--- src/rtl/fir_seq.sv ---
// fir_seq: sequencing controller for the FIR tap/data BRAM datapath.
// Owns the ap_* handshake, data RAM clear, circular x write and MAC address sweep.
module fir_seq #(
  parameter int pADDR_WIDTH = 12,
  parameter int pMAX_TAP    = 32,
  parameter int pTAP_W      = 6
) (
  input  logic                   axis_clk,
  input  logic                   axis_rst,
  input  logic                   ap_start,
  input  logic                   done_ack,
  input  logic [pTAP_W-1:0]      tap_num,
  input  logic [31:0]            data_length,
  output logic                   ap_idle,
  output logic                   ap_done,
  output logic                   eng_busy,
  input  logic                   ss_tvalid,
  input  logic                   ss_tlast,
  output logic                   ss_tready,
  input  logic                   sm_tready,
  output logic                   sm_tvalid,
  output logic                   sm_tlast,
  output logic [pADDR_WIDTH-1:0] tap_A,
  output logic [pADDR_WIDTH-1:0] data_A,
  output logic [3:0]             data_WE,
  output logic                   data_zero,
  output logic                   mac_clr,
  output logic                   mac_en,
  output logic                   tlast_err
);

  typedef enum logic [2:0] {
    S_IDLE   = 3'd0,
    S_CLEAR  = 3'd1,
    S_WAIT_X = 3'd2,
    S_MAC    = 3'd3,
    S_DRAIN  = 3'd4,
    S_OUT    = 3'd5,
    S_DONE   = 3'd6
  } state_e;

  localparam logic [pTAP_W:0] MAX_TAP = (pTAP_W+1)'(pMAX_TAP);
  localparam logic [pTAP_W:0] ONE_T   = (pTAP_W+1)'(1);

  state_e            state_q, state_d;
  logic [pTAP_W-1:0] cnt_q, cnt_d, wptr_q, wptr_d;
  logic [31:0]       x_cnt_q, x_cnt_d;
  logic              last_q, last_d, tlast_err_q, tlast_err_d;
  logic              mac_en_q, mac_clr_q;
  logic [pTAP_W:0]   tap_s, cnt_nxt_s, wptr_nxt_s, rd_idx_s;
  logic [32:0]       x_nxt_s;
  logic              tap_ok_s, cnt_end_s, wptr_wrap_s, x_last_s;

  function automatic logic [pADDR_WIDTH-1:0] word_addr(input logic [pTAP_W:0] idx);
    return pADDR_WIDTH'({idx, 2'b00});
  endfunction

  // Range checks use >= so a tap_num/data_length change mid-run cannot strand a counter.
  assign tap_s       = {1'b0, tap_num};
  assign cnt_nxt_s   = {1'b0, cnt_q} + ONE_T;
  assign wptr_nxt_s  = {1'b0, wptr_q} + ONE_T;
  assign x_nxt_s     = {1'b0, x_cnt_q} + 33'd1;
  assign tap_ok_s    = (tap_s != '0) && (tap_s <= MAX_TAP);
  assign cnt_end_s   = (cnt_nxt_s >= tap_s);
  assign wptr_wrap_s = (wptr_nxt_s >= tap_s);
  assign x_last_s    = (x_nxt_s >= {1'b0, data_length});

  // Circular read index: newest sample at wptr, k samples back wraps by tap_num.
  always_comb begin
    if (wptr_q >= cnt_q) begin
      rd_idx_s = {1'b0, wptr_q} - {1'b0, cnt_q};
    end else begin
      rd_idx_s = {1'b0, wptr_q} + tap_s - {1'b0, cnt_q};
    end
  end

  // Next-state and counter update.
  always_comb begin
    state_d     = state_q;
    cnt_d       = cnt_q;
    wptr_d      = wptr_q;
    x_cnt_d     = x_cnt_q;
    last_d      = last_q;
    tlast_err_d = tlast_err_q;
    case (state_q)
      S_IDLE: begin
        if (ap_start && tap_ok_s) begin
          cnt_d   = '0;
          state_d = (data_length == 32'd0) ? S_DONE : S_CLEAR;
        end else begin
          state_d = S_IDLE;
        end
      end
      S_CLEAR: begin
        if (cnt_end_s) begin
          state_d = S_WAIT_X;
          cnt_d   = '0;
          wptr_d  = '0;
          x_cnt_d = 32'd0;
        end else begin
          cnt_d = cnt_nxt_s[pTAP_W-1:0];
        end
      end
      S_WAIT_X: begin
        if (ss_tvalid) begin
          state_d     = S_MAC;
          cnt_d       = '0;
          last_d      = x_last_s;
          tlast_err_d = tlast_err_q | (ss_tlast != x_last_s);
        end else begin
          state_d = S_WAIT_X;
        end
      end
      S_MAC: begin
        if (cnt_end_s) begin
          state_d = S_DRAIN;
          cnt_d   = '0;
        end else begin
          cnt_d = cnt_nxt_s[pTAP_W-1:0];
        end
      end
      S_DRAIN: state_d = S_OUT;
      S_OUT: begin
        if (sm_tready) begin
          wptr_d  = wptr_wrap_s ? '0 : wptr_nxt_s[pTAP_W-1:0];
          x_cnt_d = x_nxt_s[31:0];
          state_d = last_q ? S_DONE : S_WAIT_X;
        end else begin
          state_d = S_OUT;
        end
      end
      S_DONE: begin
        if (done_ack) begin
          state_d = S_IDLE;
        end else begin
          state_d = S_DONE;
        end
      end
      default: state_d = S_IDLE;
    endcase
  end

  // Output decode from state and counters.
  always_comb begin
    ap_idle   = 1'b0;
    ap_done   = 1'b0;
    eng_busy  = 1'b0;
    ss_tready = 1'b0;
    sm_tvalid = 1'b0;
    sm_tlast  = 1'b0;
    tap_A     = '0;
    data_A    = '0;
    data_WE   = 4'h0;
    data_zero = 1'b0;
    case (state_q)
      S_IDLE: ap_idle = 1'b1;
      S_CLEAR: begin
        eng_busy  = 1'b1;
        data_A    = word_addr({1'b0, cnt_q});
        data_WE   = 4'hF;
        data_zero = 1'b1;
      end
      S_WAIT_X: begin
        eng_busy  = 1'b1;
        ss_tready = 1'b1;
        if (ss_tvalid) begin
          data_A  = word_addr({1'b0, wptr_q});
          data_WE = 4'hF;
        end else begin
          data_WE = 4'h0;
        end
      end
      S_MAC: begin
        eng_busy = 1'b1;
        tap_A    = word_addr({1'b0, cnt_q});
        data_A   = word_addr(rd_idx_s);
      end
      S_DRAIN: eng_busy = 1'b1;
      S_OUT: begin
        eng_busy  = 1'b1;
        sm_tvalid = 1'b1;
        sm_tlast  = last_q;
      end
      S_DONE: ap_done = 1'b1;
      default: ap_idle = 1'b0;
    endcase
  end

  assign mac_en    = mac_en_q;
  assign mac_clr   = mac_clr_q;
  assign tlast_err = tlast_err_q;

  // State registers; mac_en/mac_clr trail the MAC address by the BRAM read latency.
  always_ff @(posedge axis_clk or posedge axis_rst) begin
    if (axis_rst) begin
      state_q     <= S_IDLE;
      cnt_q       <= '0;
      wptr_q      <= '0;
      x_cnt_q     <= 32'd0;
      last_q      <= 1'b0;
      tlast_err_q <= 1'b0;
      mac_en_q    <= 1'b0;
      mac_clr_q   <= 1'b0;
    end else begin
      state_q     <= state_d;
      cnt_q       <= cnt_d;
      wptr_q      <= wptr_d;
      x_cnt_q     <= x_cnt_d;
      last_q      <= last_d;
      tlast_err_q <= tlast_err_d;
      mac_en_q    <= (state_q == S_MAC);
      mac_clr_q   <= (state_q == S_MAC) && (cnt_q == '0);
    end
  end

endmodule
--- config.mk ---
export PLATFORM = sky130hd
export DESIGN_NAME = fir_seq
export DESIGN_NICKNAME = d
export VERILOG_FILES = /design/src/rtl/fir_seq.sv
export SDC_FILE = /design/constraint.sdc
export NUM_CORES = 1
export LEC_CHECK = 0
export ABC_CLOCK_PERIOD_IN_PS = 7450
export BUFFER_PORTS_ARGS = -buffer_cell sky130_fd_sc_hd__clkbuf_2
export CAP_MARGIN = 25
export CORE_MARGIN = 2
export CORE_UTILIZATION = 30
export CTS_BUF_LIST = sky130_fd_sc_hd__clkbuf_8
export DETAILED_ROUTE_END_ITERATION = 10
export PLACE_DENSITY = 0.57
export SLEW_MARGIN = 20
export SYNTH_ARGS = -nofsm -noshare
export SYNTH_HDL_FRONTEND = slang
export SYNTH_SLANG_ARGS = --single-unit
--- constraint.sdc ---
create_clock -name axis_clk -period 7.45 [get_ports axis_clk]
set_input_delay 0.745 -clock axis_clk [delete_from_list [all_inputs] [get_ports axis_clk]]
set_output_delay 0.745 -clock axis_clk [all_outputs]
set_load 0.01 [all_outputs]
==> results.md <==
- Diodes inserted: 0
- Router iterations before antenna repair: 4
- Max incr delay on CP: between 500 and 600 ps
- IO Pins: 83
- Routed vias: 4493
- Library cells used by synthesis: 57
- Outcome: finished, final reports clean
- Largest net degree at the start of global routing: 52
- CTS resizes: 0
- Post-Route WL: 13.6 mm
- Wire length on met1: 6.52 mm
- Global Route Usage Sum: 15.4%
- Power density cells: 272 nW/um^2
- Vias/cell: 5.00
- Setup crit start: wptr_q[1]$_DFFE_PP0P_
- Worst-path clk slew: 110 ps
- Remaining global-route overflow: 0
- Hold Vio Cnt, Final: 0
- Top layer in use: met4
- Initial Util: a little under a third
- WP buf/inv: 3
- WHS Path Cells: 1
- Crit start category: flip-flop
- Leakage: 2.91 nW
- Leading area contributor after synthesis: dfrtp_1
- Setup crit end kind: output port
- Setup bufs post-CTS: 0
- Mean Syn Cell Area: 8.25 um^2
- Worst flop-to-flop path endpoint: tlast_err$_DFFE_PP0P_
- Final ANT Viol Nets: 0
- CTS tree: built
- Max VDD drop: 0.000122 V
- Sequential Power Share: a little over a quarter
- Worst path arrival time: 3170 ps
- Clock skew: 14.0 ps
- TritonCTS Buffers: 5
- Die height: 135 um
- CP max-delay cell: dfrtp_1
- Leading post-synthesis cells by cell area: dfrtp_1 (25%), ha_1 (15%), inv_1 (5.2%), xnor2_1 (4.9%), a21oi_1 (4.6%)
- Area Growth Syn to Fin: 12.4%
- Die span in x: 135 um
- Crit-path cells: inv_1 -> fa_1 -> inv_1 -> fa_1 -> a21o_1 -> a21oi_1 -> o21bai_1 -> a21oi_1 -> xnor2_1 -> mux2i_1 -> nor2_1 -> clkbuf_2
- Final Cycle Share: 52.6%
- Post-synth top area share: 24.9%
- DRC: 0
- Classification of the worst setup path: reg -> out
- Clock sink count: between 50 and 60
- Worst slew margin: 52.8%
- Mapped Area: slightly above 5000 um^2
- Row count: 47
- #FFs+latches synth: 51
- Min Tclk post-route: 3920 ps
- Clock root cell: clkbuf_8
- Mapped Cells: approximately 620
- # H-tree levels: 2
- Post-synthesis sequential area ratio: 24.9%
- RSZ-0062 raised after global routing: false
- Worst Hold Class: reg -> reg
- Max Slew Vio Count: 0
- Final nets: 789
- Hold_sp: tlast_err$_DFFE_PP0P_
- WP data required: 6700 ps
- Final Cell Area: 5770 um^2
- Highest clock rate: roughly 260 MHz
- FF-to-FF Start: x_cnt_q[2]$_DFFE_PP0P_
- RePlAce Congestion: 0.886
- Hold_buf cts: 0
- Worst-margin pin slew: around 700 ps
- Gate power share: about three fifths
- Share of cells above drive strength 1: 14.2%
- Post-synth EDFFs: 0
- Iteration-0 DRC count of the detailed router: 305
- Core area: 16600 um^2
- First-pass GRT wire length: 22.5 mm
- Sw Pwr: 0.000718 W
- Setup violators final: 0
- Drt wl/cell: roughly 15 um
- Met2 WL: between 6 and 7 mm
- CP max FO: 6
- Clock latency on the worst-skew pair: 320 ps
- R2r setup slk: 3700 ps
- CTS max path bufs: 2
- Initial antenna violation count: 0
- HPWL Detailed: 10.7 mm
- Crit path max-delay family: adder cells
- R2R cell count: 14
- Final Non-Filler Cells: 898
- Dpl cells: 890
- Met3 routed wirelength: 446 um
- Die area: between 15000 and 20000 um^2
- Hold Path End: tlast_err$_DFFE_PP0P_
- Yosys warning count: 0
- Top FF cell, synth: dfrtp_1
- PortBufs: 71
- Vias in the first global route: approximately 4300
- Pint: 0.000849 W
- Setup TNS: 0 ps
- Clock power share: 15.0%
- Synth async-reset ratio: 100%
- Area after DPL: 5630 um^2
- Max-cap violations: 0
- Sw frac: 45.8%
[cells in the mapped netlist, types with 2 or more instances]
| cell | instances |
|---|---|
| a21boi_0 | 2 |
| buf_4 | 14 |
| a31oi_1 | 25 |
| nand4_1 | 17 |
| nor2_1 | 41 |
| nor2b_1 | 3 |
| and4_1 | 6 |
| xor2_1 | 14 |
| nand2b_1 | 8 |
| nand2_1 | 41 |
| a22oi_1 | 8 |
| buf_2 | 9 |
| a21oi_1 | 47 |
| ha_1 | 60 |
| dfrtp_1 | 51 |
| fa_1 | 7 |
| xnor2_1 | 29 |
| nor3b_1 | 2 |
| nor4_1 | 9 |
| or3_1 | 3 |
| o21ai_0 | 32 |
| a22o_1 | 8 |
| and3_1 | 8 |
| mux2i_1 | 8 |
| o21a_1 | 13 |
| nand3_1 | 17 |
| a21o_1 | 12 |
| nand4_4 | 2 |
| a2bb2oi_1 | 2 |
| clkbuf_1 | 13 |
| a211oi_1 | 3 |
| o21bai_1 | 5 |
| nor3_1 | 8 |
| and2_1 | 2 |
| inv_1 | 71 |
[cell families (layout without fill, tap and decap cells)]
family | count (synthesis) | in the layout | share of synthesized area [%]
compound gates | 167 | 167 | 20.8
xor+xnor | 44 | 44 | 7.65
fa+ha+maj | 67 | 67 | 17.4
buf+inv | 107 | 153 | 9.07
flops | 51 | 51 | 24.9
mux | 8 | 8 | 1.56
other cells | 1 | 11 | 0.0731
simple gates | 177 | 177 | 18.6
[worst max-delay path by stage]
stage,to,slack [ps],cells past startpoint
floorplan,data_A[8],3880,11
global placement,data_A[8],3600,13
detailed placement,data_A[8],3560,13
CTS,data_A[8],3510,12
global route,data_A[8],3280,12
finish,data_A[8],3530,12
[per-layer routing]
metal / global-route usage, % / up-vias
li1: - / 2299
met1: 21.8 / 2112
met2: 25.6 / 72
met3: 1.65 / 10
met4: 3.16 / 0
met5: 0 / -
[worst reg2reg max path, delay by kind of cell, from the launching register on]
kind            cells  cell delay [ps]
simple gates        8             2100
flops               1              510
compound gates      3              410
xor+xnor            2              330
fa+ha+maj           1              300
[layout by cell type (no fill, tap or decap), drive strengths merged, types with 6 or more instances in the layout]
master and count:
o21a 13, ha 60, nand2 41, a22oi 8
fa 7, a22o 8, clkbuf 76, inv 71
conb 11, mux2i 8, a21oi 48, nor3 9
nor4 10, a31oi 25, dfrtp 51, xor2 14
and4 6, nand2b 8, xnor2 30, a21o 12
nand4 19, nand3 18, o21ai 33, and3 9
nor2 42
[registers in the layout, summed over array words and instances (netlist names)]
register	count
wptr_q	6
state_q	3
x_cnt_q	32
cnt_q	6
last_q	1
tlast_err	1
mac_clr	1
mac_en	1
[power by group through the flow]
stage / Combinational, W / Sequential (W) / Clock [W]
after global placement: 0.000918 / 0.000414 / 0
after CTS: 0.000928 / 0.000408 / 0.000243
after global routing: 0.00105 / 0.000420 / 0.000253
after detailed placement: 0.000922 / 0.000413 / 0
final: 0.000923 / 0.000409 / 0.000235
after floorplan: 0.000705 / 0.000375 / 0
[through the flow]
| step | hold slack, ps | utilization [%] | setup slack (ps) | power (W) |
|---|---|---|---|---|
| 2_1_floorplan | 450 | - | 3880 | 0.00108 |
| 3_3_place_gp | 462 | 33.8 | 3600 | 0.00133 |
| 3_5_place_dp | 462 | 33.8 | 3560 | 0.00134 |
| 5_1_grt | 497 | 34.7 | 3280 | 0.00173 |
| 4_1_cts | 488 | 34.7 | 3510 | 0.00158 |
| 6_report | 485 | 34.7 | 3530 | 0.00157 |
[cell type report]
class	instances	area (um^2)
fill	1740	10900
clock buffer	5	68.8
timing repair buffer	74	378
clock inverter	3	67.6
inverter	71	267
sequential	51	1280
multi-input combinational	474	3430
tap	220	275
(Power assumes the default switching activity.)
